--- src/rtl/trk_nco_if.sv ---
// Code/carrier NCO bus: FCW and phase-load inputs toward the NCO, chip/phase outputs back.
// Latency: n/a (signal bundle only).
// Backpressure: none; every signal is sampled or produced once per rx_clk cycle.
//
// Ports (slave = NCO side, master = loop filter / acquisition / correlator side):
//   rx_prn_fcw, rx_car_fcw        32-bit code and carrier frequency control words
//   rx_load, rx_load_chip/_car    one-cycle initial-phase load
//   tx_prn_sop, tx_chip_en        one-cycle epoch and chip-advance strobes
//   tx_chip_idx, tx_code_phase    chip index and fractional code phase
//   tx_car_phase, tx_car_quad     carrier phase and its top two bits
//   tx_epoch_cnt                  epochs since last load or reset
interface trk_nco_if;
  logic [31:0] rx_prn_fcw;
  logic [31:0] rx_car_fcw;
  logic        rx_load;
  logic [13:0] rx_load_chip;
  logic [31:0] rx_load_car;

  logic        tx_prn_sop;
  logic        tx_chip_en;
  logic [13:0] tx_chip_idx;
  logic [31:0] tx_code_phase;
  logic [31:0] tx_car_phase;
  logic [1:0]  tx_car_quad;
  logic [15:0] tx_epoch_cnt;

  modport master (
    output rx_prn_fcw, rx_car_fcw, rx_load, rx_load_chip, rx_load_car,
    input  tx_prn_sop, tx_chip_en, tx_chip_idx, tx_code_phase, tx_car_phase,
           tx_car_quad, tx_epoch_cnt
  );

  modport slave (
    input  rx_prn_fcw, rx_car_fcw, rx_load, rx_load_chip, rx_load_car,
    output tx_prn_sop, tx_chip_en, tx_chip_idx, tx_code_phase, tx_car_phase,
           tx_car_quad, tx_epoch_cnt
  );
endinterface

--- src/rtl/trk_nco.sv ---
// Code and carrier NCO for one B1 tracking channel; emits chip strobe/index, carrier phase, epoch pulse.
// Latency: all outputs registered; load visible 1 cycle later, FCW change affects phase 2 edges later.
// Backpressure: none; free-running every rx_clk cycle, rx_load overrides accumulation.
//
// Ports:
//   rx_clk   clock, all logic on its rising edge
//   rx_rst   synchronous active-high reset; clears every register including the active FCWs
//   nco      trk_nco_if.slave bus (FCW/load inputs, chip/phase/epoch outputs)
// Parameter CODE_LEN: chips per PRN epoch (2..16383).
// Build option TRK_NCO_EPOCH_ALIGN_EN: when defined, the active FCWs are only adopted at
// load and at the epoch-wrap edge, so the rate is constant across each PRN epoch.
module trk_nco #(
  parameter int CODE_LEN = 2046
) (
  input  logic     rx_clk,
  input  logic     rx_rst,
  trk_nco_if.slave nco
);

  localparam logic [13:0] LAST_CHIP = 14'(CODE_LEN - 1);
  localparam logic [13:0] LEN_W     = 14'(CODE_LEN);

  logic [31:0] prn_fcw_a;
  logic [31:0] car_fcw_a;
  logic [31:0] code_acc;
  logic [31:0] car_acc;
  logic [13:0] chip_idx;
  logic [15:0] epoch_cnt;
  logic        chip_en;
  logic        prn_sop;

  logic [32:0] code_sum;
  logic        carry;
  logic        wrap;
  logic [13:0] load_idx;

  always_comb begin
    code_sum = {1'b0, code_acc} + {1'b0, prn_fcw_a};
    carry    = code_sum[32];
    wrap     = carry && (chip_idx == LAST_CHIP);
    // Out-of-range load index falls back to chip 0 rather than an illegal index.
    load_idx = (nco.rx_load_chip >= LEN_W) ? 14'd0 : nco.rx_load_chip;
  end

  // Active FCWs: the accumulators only ever see these registered copies.
  always_ff @(posedge rx_clk) begin
    if (rx_rst) begin
      prn_fcw_a <= '0;
      car_fcw_a <= '0;
`ifdef TRK_NCO_EPOCH_ALIGN_EN
    end else if (nco.rx_load || wrap) begin
`else
    end else begin
`endif
      prn_fcw_a <= nco.rx_prn_fcw;
      car_fcw_a <= nco.rx_car_fcw;
    end
  end

  always_ff @(posedge rx_clk) begin
    if (rx_rst) begin
      code_acc  <= '0;
      car_acc   <= '0;
      chip_idx  <= '0;
      epoch_cnt <= '0;
      chip_en   <= 1'b0;
      prn_sop   <= 1'b0;
    end else if (nco.rx_load) begin
      // Load wins over any carry in the same cycle; strobes are suppressed.
      code_acc  <= '0;
      car_acc   <= nco.rx_load_car;
      chip_idx  <= load_idx;
      epoch_cnt <= '0;
      chip_en   <= 1'b0;
      prn_sop   <= 1'b0;
    end else begin
      code_acc <= code_sum[31:0];
      car_acc  <= car_acc + car_fcw_a;
      chip_en  <= carry;
      prn_sop  <= wrap;
      if (wrap) begin
        chip_idx  <= '0;
        epoch_cnt <= epoch_cnt + 16'd1;
      end else if (carry) begin
        chip_idx <= chip_idx + 14'd1;
      end
    end
  end

  assign nco.tx_prn_sop    = prn_sop;
  assign nco.tx_chip_en    = chip_en;
  assign nco.tx_chip_idx   = chip_idx;
  assign nco.tx_code_phase = code_acc;
  assign nco.tx_car_phase  = car_acc;
  assign nco.tx_car_quad   = car_acc[31:30];
  assign nco.tx_epoch_cnt  = epoch_cnt;

endmodule

--- src/flat_wrapper.sv ---
// flat-port wrapper written by rule: the top's interface ports become plain ports
module trk_nco_flat 
#(
  parameter int CODE_LEN = 2046
)
  (rx_clk, rx_rst, nco_rx_prn_fcw, nco_rx_car_fcw, nco_rx_load, nco_rx_load_chip, nco_rx_load_car, nco_tx_prn_sop, nco_tx_chip_en, nco_tx_chip_idx, nco_tx_code_phase, nco_tx_car_phase, nco_tx_car_quad, nco_tx_epoch_cnt);
  trk_nco_if nco_i ();
  input  logic rx_clk;
  input  logic rx_rst;
  input wire logic [$bits(nco_i.rx_prn_fcw)-1:0] nco_rx_prn_fcw;
  input wire logic [$bits(nco_i.rx_car_fcw)-1:0] nco_rx_car_fcw;
  input wire logic [$bits(nco_i.rx_load)-1:0] nco_rx_load;
  input wire logic [$bits(nco_i.rx_load_chip)-1:0] nco_rx_load_chip;
  input wire logic [$bits(nco_i.rx_load_car)-1:0] nco_rx_load_car;
  output wire logic [$bits(nco_i.tx_prn_sop)-1:0] nco_tx_prn_sop;
  output wire logic [$bits(nco_i.tx_chip_en)-1:0] nco_tx_chip_en;
  output wire logic [$bits(nco_i.tx_chip_idx)-1:0] nco_tx_chip_idx;
  output wire logic [$bits(nco_i.tx_code_phase)-1:0] nco_tx_code_phase;
  output wire logic [$bits(nco_i.tx_car_phase)-1:0] nco_tx_car_phase;
  output wire logic [$bits(nco_i.tx_car_quad)-1:0] nco_tx_car_quad;
  output wire logic [$bits(nco_i.tx_epoch_cnt)-1:0] nco_tx_epoch_cnt;
  assign nco_i.rx_prn_fcw = nco_rx_prn_fcw;
  assign nco_i.rx_car_fcw = nco_rx_car_fcw;
  assign nco_i.rx_load = nco_rx_load;
  assign nco_i.rx_load_chip = nco_rx_load_chip;
  assign nco_i.rx_load_car = nco_rx_load_car;
  assign nco_tx_prn_sop = nco_i.tx_prn_sop;
  assign nco_tx_chip_en = nco_i.tx_chip_en;
  assign nco_tx_chip_idx = nco_i.tx_chip_idx;
  assign nco_tx_code_phase = nco_i.tx_code_phase;
  assign nco_tx_car_phase = nco_i.tx_car_phase;
  assign nco_tx_car_quad = nco_i.tx_car_quad;
  assign nco_tx_epoch_cnt = nco_i.tx_epoch_cnt;
  trk_nco #(.CODE_LEN(CODE_LEN)) u_core (.rx_clk(rx_clk), .rx_rst(rx_rst), .nco(nco_i));
endmodule
--- config.mk ---
export PLATFORM = sky130hd
export DESIGN_NAME = trk_nco_flat
export DESIGN_NICKNAME = d
export VERILOG_FILES = /design/src/rtl/trk_nco_if.sv /design/src/rtl/trk_nco.sv /design/src/flat_wrapper.sv
export SDC_FILE = /design/constraint.sdc
export NUM_CORES = 1
export LEC_CHECK = 0
export ABC_AREA = 1
export BUFFER_PORTS_ARGS = -buffer_cell sky130_fd_sc_hd__buf_2
export CAP_MARGIN = 20
export CORE_MARGIN = 4
export CORE_UTILIZATION = 56
export DETAILED_ROUTE_END_ITERATION = 10
export HOLD_SLACK_MARGIN = 0.05
export PLACE_DENSITY = 0.81
export REMOVE_ABC_BUFFERS = 1
export SLEW_MARGIN = 40
export SYNTH_ARGS = -nofsm -noshare
export SYNTH_HDL_FRONTEND = slang
export SYNTH_SLANG_ARGS = --single-unit
--- constraint.sdc ---
create_clock -name rx_clk -period 2.8 [get_ports rx_clk]
set_input_delay 0.28 -clock rx_clk [delete_from_list [all_inputs] [get_ports rx_clk]]
set_output_delay 0.28 -clock rx_clk [all_outputs]
set_load 0.01 [all_outputs]
==> After elaboration in Yosys (flattened, before gate mapping) <==
Cells that the tools add are included.
{ "word_totals": {"reg_bits": 160, "output_inout_bits": 98, "inputBits": 113, "elab_cells": 22} }
{ "op_classes": {"add_sub_neg": 4, "n_reduce_logical": 3, "n_lt_le_gt_ge": 1, "mux": 5, "eq_ne": 1} }
{ "op_table": {"columns": ["op", "n"], "rows": [
  ["two-way mux 14 bit", 4],
  ["adder 32 x 32 -> 33 bit", 1],
  ["adder 32 bit", 1],
  ["two-way mux 32 bit", 1],
  ["adder 16 x 1 -> 16 bit (second input constant)", 1],
  ["adder 14 x 1 -> 14 bit (second input constant)", 1],
  ["== test 14 x 11 -> 1 bit (second input constant)", 1],
  [">= comparator 14 x 11 -> 1 bit (second input constant)", 1],
  ["nonzero test 3 bit", 1],
  ["OR reduction 2 bit", 1],
  ["logical AND 1 bit", 1]
]} }

==> Logic depth before layout (Yosys ltp) <==
Gate-level depths: netlist of run 1.
{ "logic_depth": {"word_depth": 4, "mapped_depth": 16, "ltp_nobuf": 16} }

==> Least setup slack after synthesis of run 1 <==
OpenSTA, ideal clock, no wires.
{ "synth_path": {"kind": "register to register", "startpoint": "register u_core.code_acc[0] (netlist: u_core.nco.tx_code_phase[0])", "endpoint": "register u_core.epoch_cnt[11] (netlist: u_core.nco.tx_epoch_cnt[11])", "required_time_ps": 2668, "t_arrival_ps": 1929, "stages_incl_launch_ff": 15, "setup_slack_ps": 738, "setup_ps": 132, "period_less_slack_ps": 2062, "path_buffers": 2, "cell_sequence": "dfxtp_1 > ha_1 > fa_1 > nand2_1 > nand2_1 > nand3_1 > nand2_2 > nand2_1 > nand2_2 > nand2_2 > nand2_4 > buf_6 > buf_8 > nand3_1 > a21oi_1"} }
{ "synth_via": {"elab_chain_len": 2} }
{ "synth_lines": {"columns": ["element", "line", "rtl"], "rows": [
  ["from (decl)", "trk_nco.sv:25", "logic [31:0] code_acc;"],
  ["from (signal assigned)", "trk_nco.sv:77", "code_acc <= code_sum[31:0];"],
  ["adder 32 x 32 -> 33 bit", "trk_nco.sv:38", "code_sum = {1'b0, code_acc} + {1'b0, prn_fcw_a};"],
  ["logical AND 1 bit", "trk_nco.sv:40", "wrap = carry && (chip_idx == LAST_CHIP);"],
  ["to (signal assigned)", "trk_nco.sv:83", "epoch_cnt <= epoch_cnt + 16'd1;"],
  ["to (decl)", "trk_nco.sv:28", "logic [15:0] epoch_cnt;"]
]} }
Every way passes these cells.
A chain may end at the register's enable or synchronous reset.

==> Final worst setup path of run 1 <==
{ "layout_path": {"startpoint": "register u_core.code_acc[0] (netlist: u_core.nco.tx_code_phase[0])", "endpoint": "register u_core.chip_idx[0] (netlist: u_core.nco.tx_chip_idx[0])"} }
{ "layout_via": {"elab_chain_len": 4, "word_cells_on_any_way": 5, "classes_between": "add/sub (1); mux (2); reduce/logical (2)"} }
{ "layout_lines": {"columns": ["element", "line", "rtl"], "rows": [
  ["adder 32 x 32 -> 33 bit (*)", "trk_nco.sv:38", null],
  ["logical AND 1 bit", "trk_nco.sv:40", null],
  ["two-way mux 14 bit", "trk_nco.sv:81", "if (wrap) begin"],
  ["two-way mux 14 bit", "trk_nco.sv:68", "end else if (nco.rx_load) begin"],
  ["to (signal assigned)", "trk_nco.sv:72", "chip_idx <= load_idx;"],
  ["to (signal assigned)", "trk_nco.sv:85", "chip_idx <= chip_idx + 14'd1;"],
  ["to (decl)", "trk_nco.sv:27", "logic [13:0] chip_idx;"]
]} }
Every way passes the cells marked *; elsewhere a longest branch is shown, timed or not.

==> results of run 1 <==
-- metal layers --
metal	vias to the layer above	share of wire, %
met5	-	0
met4	0	3.3
met3	61	5.1
met2	307	48
met1	4750	44
li1	5498	-
-- how the worst min path moves through the flow --
stage / cells after the start / to / slack [ps] / startpoint
6_report: 3 / u_core.prn_fcw_a[31] / 60 / nco_rx_prn_fcw[31]
5_1_grt: 3 / u_core.prn_fcw_a[14] / 60 / nco_rx_prn_fcw[14]
4_1_cts: 3 / u_core.car_fcw_a[13] / 50 / nco_rx_car_fcw[13]
3_5_place_dp: 2 / u_core.nco.tx_epoch_cnt[15] / 480 / u_core.nco.tx_epoch_cnt[15]
3_3_place_gp: 2 / u_core.nco.tx_epoch_cnt[15] / 480 / u_core.nco.tx_epoch_cnt[15]
2_1_floorplan: 1 / u_core.nco.tx_chip_idx[11] / 350 / rx_rst
-- critical path: stages, from the launching register on --
cell	delay, ps
dfxtp_1	310
ha_1	220
fa_1	400
nand2_1	90
nand2_1	80
nand3_1	100
nand2_2	90
nand2_1	90
nand2_2	100
nand2_2	140
nand2_4	180
nand2_1	380
nand2_1	90
a21oi_1	180
-- cells by family after synthesis --
group,after synthesis,synth area share (%)
AND/OR/NAND/NOR,856,35.36
buffers and inverters,307,11.76
AO/OA/AOI/OAI,178,9.577
flip-flops,160,31.51
adder cells (fa/ha/maj),68,8.518
XOR/XNOR,38,3.274
-- registers in the layout, indices dropped and copies added (netlist names) --
name                      cells
u_core.nco.tx_chip_en         1
u_core.nco.tx_epoch_cnt      16
u_core.nco.tx_car_phase      32
u_core.prn_fcw_a             32
u_core.car_fcw_a             32
u_core.nco.tx_prn_sop         1
u_core.nco.tx_code_phase     32
u_core.nco.tx_chip_idx       14
-- cell usage in the layout (no fill, tap or decap), types with 3 or more instances in the layout --
cell / count
a21o_1: 5
a21oi_1: 107
and2_1: 7
buf_2: 210
buf_4: 11
bufinv_16: 3
clkbuf_1: 3
clkbuf_16: 17
clkinv_4: 3
dfxtp_1: 160
dlygate4sd3_1: 33
ha_1: 66
inv_1: 268
nand2_1: 423
nand2_2: 7
nand3_1: 107
nand3b_1: 4
nand4_1: 28
nor2_1: 234
nor2_2: 3
nor3_1: 26
nor4_1: 5
o21a_1: 7
o21ai_0: 42
o21bai_1: 15
xnor2_1: 9
xor2_1: 29
-- cell type report --
type,count,area (um2)
inverters,270,1013
flip-flops and latches,160,3203
diodes,1,2.502
well taps,229,286.5
fillers,1603,5562
clock inverters,11,153.9
repair buffers,254,1464
clock buffers,21,450.4
multi-input cells,1140,5767
-- through the flow --
step	power [mW]	std cells	area (um2)	hold slack, ps	util [%]
3_3_place_gp	3.605	2020	11400	476.1	63.70
2_1_floorplan	3.224	1570	9983	349.1	-
5_1_grt	6.304	2085	12340	59.63	68.92
3_5_place_dp	3.627	2020	11400	483.4	63.70
6_report	6.024	2086	12340	59.97	68.93
4_1_cts	6.053	2085	12340	50.91	68.92
-- power by group --
| group | internal (mW) | total, mW | switching (mW) |
|---|---|---|---|
| Sequential | 2.41 | 2.48 | 0.0760 |
| Clock | 1.43 | 2.40 | 0.961 |
| Combinational | 0.445 | 1.15 | 0.702 |
| Total | 4.29 | 6.02 | 1.74 |
==> impl_metrics.py, run 1 <==
metrics = {
    "outcome": {
        "status": "complete, no violations",
    },
    "die": {
        "die_area_mm2": 0.02037,
        "fp.dieH_um": 142.7,
        "coreArea_mm2": 0.01790,
        "pin_count": 211,
        "start_util_pct": 56.78,
        "rows": 49,
        "dieWidth_um": 142.7,
    },
    "place": {
        "dpl_worst_slack_ps": 295.4,
        "dp_hpwl_um": 22320,
        "place.gp.congestion": 0.9307,
        "portBuffers": 210,
    },
    "worst_setup_path": {
        "worstPathRequired_ps": 3160,
        "path_class": "register to register",
        "start_kind": "register",
        "rrSetupSlack_ps": 270,
        "timing.rr.start": "u_core.nco.tx_code_phase[0]",
        "worstReg2RegEnd": "u_core.nco.tx_chip_idx[0]",
        "critPathCaptureType": "register",
        "endpoint": "u_core.nco.tx_chip_idx[0]",
        "crit_start": "u_core.nco.tx_code_phase[0]",
        "r2r_cells": 13,
        "critPathArrivalTime_ps": 2890,
        "path_max_fanout": 21,
    },
    "timing": {
        "worstMarginPinSlew_ps": 624.0,
        "setup_viol": 0,
        "slew_headroom_pct": 58.34,
        "report.final.hold_viol_count": 0,
        "finalClockSkew_ps": 10.30,
        "fmax_ghz": 0.3952,
        "maxSlewViolCount": 0,
        "fin_setup_tns_ps": 0,
        "fin_crit_ps": 2530,
        "fin_crit_sh_pct": 90.36,
        "grt_setup_unrepaired": "no",
        "fin_ws_ps": 269.8,
    },
    "detailed_routing": {
        "routedWlPerCell_um": 13.95,
        "dr.pass1.iters": 5,
        "avgViaCountPerCell": 5.089,
        "drc": 0,
        "route.vias.total": 10616,
        "drt_wl_total_um": 29110,
        "ant_nets": 0,
        "drtIter0Drc": 689,
    },
    "grt": {
        "grt_pass1_vias": 10377,
        "use_met2_pct": 50.15,
        "met1_usage_pct": 35.15,
        "met3_usage_pct": 3.952,
        "gr-total-overflow": 0,
        "antenna_found_initial": 0,
        "grt_pass1_wl_um": 47430,
        "grt_start_max_net_pins": 53,
        "gr-max-usage-layer": "met2",
        "track_usage_pct": 28.55,
    },
    "clock_tree": {
        "clk_pin_slew_ps": 70,
        "cts_sinks": 160,
        "clk_path_buf_depth": 2,
        "cts-hold-fix-buffers": 33,
        "numCtsBuffers": 17,
        "cts_setup_buffers": 0,
        "htreeDepth": 4,
        "worstSkewPairLatency_ps": 430,
        "cts_root_buf": "clkbuf_16",
        "cts_tree": "built",
        "postCtsResizedCells": 0,
    },
    "synth": {
        "synth_edf_count": 0,
        "synthTopCellsByCount": "nand2_1, inv_1, nor2_1",
        "netlist_area_mm2": 0.01016,
        "ys_types": 40,
        "synth-seq-area-share_pct": 31.51,
        "synth_area_leader_cell": "dfxtp_1",
        "async_flop_share_pct": 0,
        "ys_warn_count": 0,
        "ys_seq_elements": 160,
        "synth-main-ff-cell": "dfxtp_1",
        "synthCells": 1607,
        "synth_most_common_cell": "nand2_1",
        "synth_area_leaders": "dfxtp_1, nand2_1, inv_1",
        "syn_area_per_cell_um2": 6.325,
        "yosysTopAreaCellShare_pct": 31.51,
    },
    "hold_path": {
        "hp-class": "input port to register",
    },
    "final_layout": {
        "drive_above_1_share_pct": 14.66,
        "final_net_count": 2024,
        "area_delta_synth_final_pct": 21.41,
    },
    "power": {
        "ir_worst_vdd_mv": 0.4394,
        "power.density_mw_per_mm2": 488.1,
        "p_leak_nw": 6.887,
    },
    "flow_run": {
        "drv_cap": 0,
    },
}
(Power assumes the default switching activity.)
==> run 2, diff against run 1 <==
==> constraint.sdc (replaced) <==
create_clock -name rx_clk -period 2.8 [get_ports rx_clk]
set_input_delay 0.42 -clock rx_clk [delete_from_list [all_inputs] [get_ports rx_clk]]
set_output_delay 0.42 -clock rx_clk [all_outputs]
set_load 0.01 [all_outputs]
==> run 2 against run 1 <==
Net effect:
- setup slack better by 4.3 ps
- global-route usage is 0.42 points lower
- sequential power hardly changed
- utilization fell by 1.6 points
- critical path type unchanged
- critical endpoint is now u_core.nco.tx_chip_idx[4]
- largest cell class unchanged
==> impl_metrics.py, run 2 (same netlist as run 1, synthesis figures left out) <==
metrics = {
    "place": {
        "dp_hpwl_um": 22380,
        "placed_area_mm2": 0.01141,
        "portBuffers": 210,
        "place.gp.congestion": 0.9563,
        "dp_cells": 2021,
    },
    "grt": {
        "grt_pass1_wl_um": 46710,
        "track_usage_pct": 28.13,
        "antenna_found_initial": 0,
        "grt_start_max_net_pins": 56,
        "grt_pass1_vias": 10096,
        "gr-total-overflow": 0,
    },
    "detailed_routing": {
        "avgViaCountPerCell": 5.140,
        "routedWlPerCell_um": 14.02,
        "dr.pass1.iters": 5,
        "drtIter0Drc": 720,
        "met1_length_um": 12360,
        "drc": 0,
        "drt_wl_total_um": 28780,
        "dr.max_layer_used": "met4",
        "route.vias.total": 10552,
        "ant_nets": 0,
        "met2_length_um": 13520,
        "dr_wl_met3_um": 1866,
    },
    "clock_tree": {
        "postCtsResizedCells": 0,
        "cts_root_buf": "clkbuf_16",
        "cts-hold-fix-buffers": 0,
        "clk_path_buf_depth": 2,
        "clk_pin_slew_ps": 60,
        "worstSkewPairLatency_ps": 440,
        "cts_setup_buffers": 0,
        "numCtsBuffers": 17,
        "cts_tree": "built",
        "cts_sinks": 160,
        "htreeDepth": 4,
    },
    "timing": {
        "grt_setup_unrepaired": "no",
        "report.final.hold_viol_count": 0,
        "maxSlewViolCount": 0,
        "finalClockSkew_ps": 12.32,
        "fin_setup_tns_ps": 0,
        "fin_crit_sh_pct": 90.21,
        "slew_headroom_pct": 53.81,
        "worstMarginPinSlew_ps": 692.1,
        "fin_crit_ps": 2526,
        "setup_viol": 0,
        "fmax_ghz": 0.3959,
    },
    "flow_run": {
        "drv_cap": 0,
    },
    "hold_path": {
        "worstHoldStart": "nco_rx_car_fcw[2]",
        "hp-class": "input port to register",
        "hold_depth": 3,
    },
    "worst_setup_path": {
        "timing.rr.start": "u_core.nco.tx_code_phase[0]",
        "start_kind": "register",
        "r2r_cells": 13,
        "crit_start": "u_core.nco.tx_code_phase[0]",
        "path_max_fanout": 21,
        "path_class": "register to register",
        "critPathArrivalTime_ps": 2890,
        "worstPathRequired_ps": 3160,
        "critPathCaptureType": "register",
    },
    "power": {
        "swShare_pct": 28.39,
        "power.density_mw_per_mm2": 510.7,
        "pwr-share-comb_pct": 18.0,
        "ir_worst_vdd_mv": 0.6801,
        "seqPwrFrac_pct": 40.3,
        "intPower_mw": 4.409,
        "netSwitchingPower_mw": 1.748,
        "power_frac_clock_pct": 41.7,
        "p_leak_nw": 6.774,
    },
    "die": {
        "pin_count": 211,
        "coreArea_mm2": 0.01790,
        "dieWidth_um": 142.7,
        "rows": 49,
        "die_area_mm2": 0.02037,
        "fp.dieH_um": 142.7,
        "start_util_pct": 56.78,
    },
    "final_layout": {
        "final_net_count": 1992,
        "insertedDiodeCount": 0,
        "drive_above_1_share_pct": 15.02,
        "fin_area_mm2": 0.01205,
        "layout_commonest_cell": "nand2_1",
        "final_util_pct": 67.33,
        "final_cell_mix": "nand2_1, inv_1, nor2_1",
        "area_delta_synth_final_pct": 18.59,
        "stdcell_count": 2053,
    },
    "outcome": {
        "status": "complete, no violations",
    },
}
run 2: path summary, 6_finish.rpt:
path                                               endpoint  slack, ps
worst max-delay path              u_core.nco.tx_chip_idx[4]        270
worst min-delay path                    u_core.car_fcw_a[2]        180
worst max register to register    u_core.nco.tx_chip_idx[4]        270
worst min register to register  u_core.nco.tx_epoch_cnt[15]        500
run 2: through the flow:
| stage | setup WS [ps] | hold slack, ps | power (mW) |
|---|---|---|---|
| global placement | 401.6 | 478.8 | 3.608 |
| floorplan | 511.1 | 489.1 | 3.224 |
| global route | 35.87 | 175.1 | 6.441 |
| finish | 274.1 | 184.4 | 6.156 |
| CTS | 247.2 | 173.7 | 6.192 |
| detailed placement | 287.1 | 485.8 | 3.625 |
run 2: final cells by class:
class | instances | area (um2)
clock buffer | 19 | 432.9
clock inverter | 13 | 210.2
fill | 1663 | 5848
inverter | 270 | 1013
multi-input combinational | 1140 | 5767
sequential | 160 | 3203
tap | 229 | 286.5
timing repair buffer | 222 | 1141
run 2: power groups by stage:
stage	clock, mW	sequential [mW]	combinational (mW)
finish	2.57	2.48	1.11
CTS	2.60	2.48	1.11
detailed placement	0	2.53	1.09
floorplan	0	2.56	0.668
global placement	0	2.53	1.08
global route	2.68	2.50	1.26
run 2: routing by layer:
layer,track usage [%],vias up
met4,11.26,0
met2,48.84,370
met3,5.425,69
met5,0,-
met1,34.27,4674
li1,-,5439
run 2: critical path: stages (launching register included):
cell     delay (ps)
dfxtp_1         320
ha_1            230
fa_1            400
nand2_1          90
nand2_1          80
nand3_1         110
nand2_2          90
nand2_1          90
nand2_2         100
nand2_2         140
nand2_4         170
nand2_1         390
nand2_1         110
a21oi_1         150
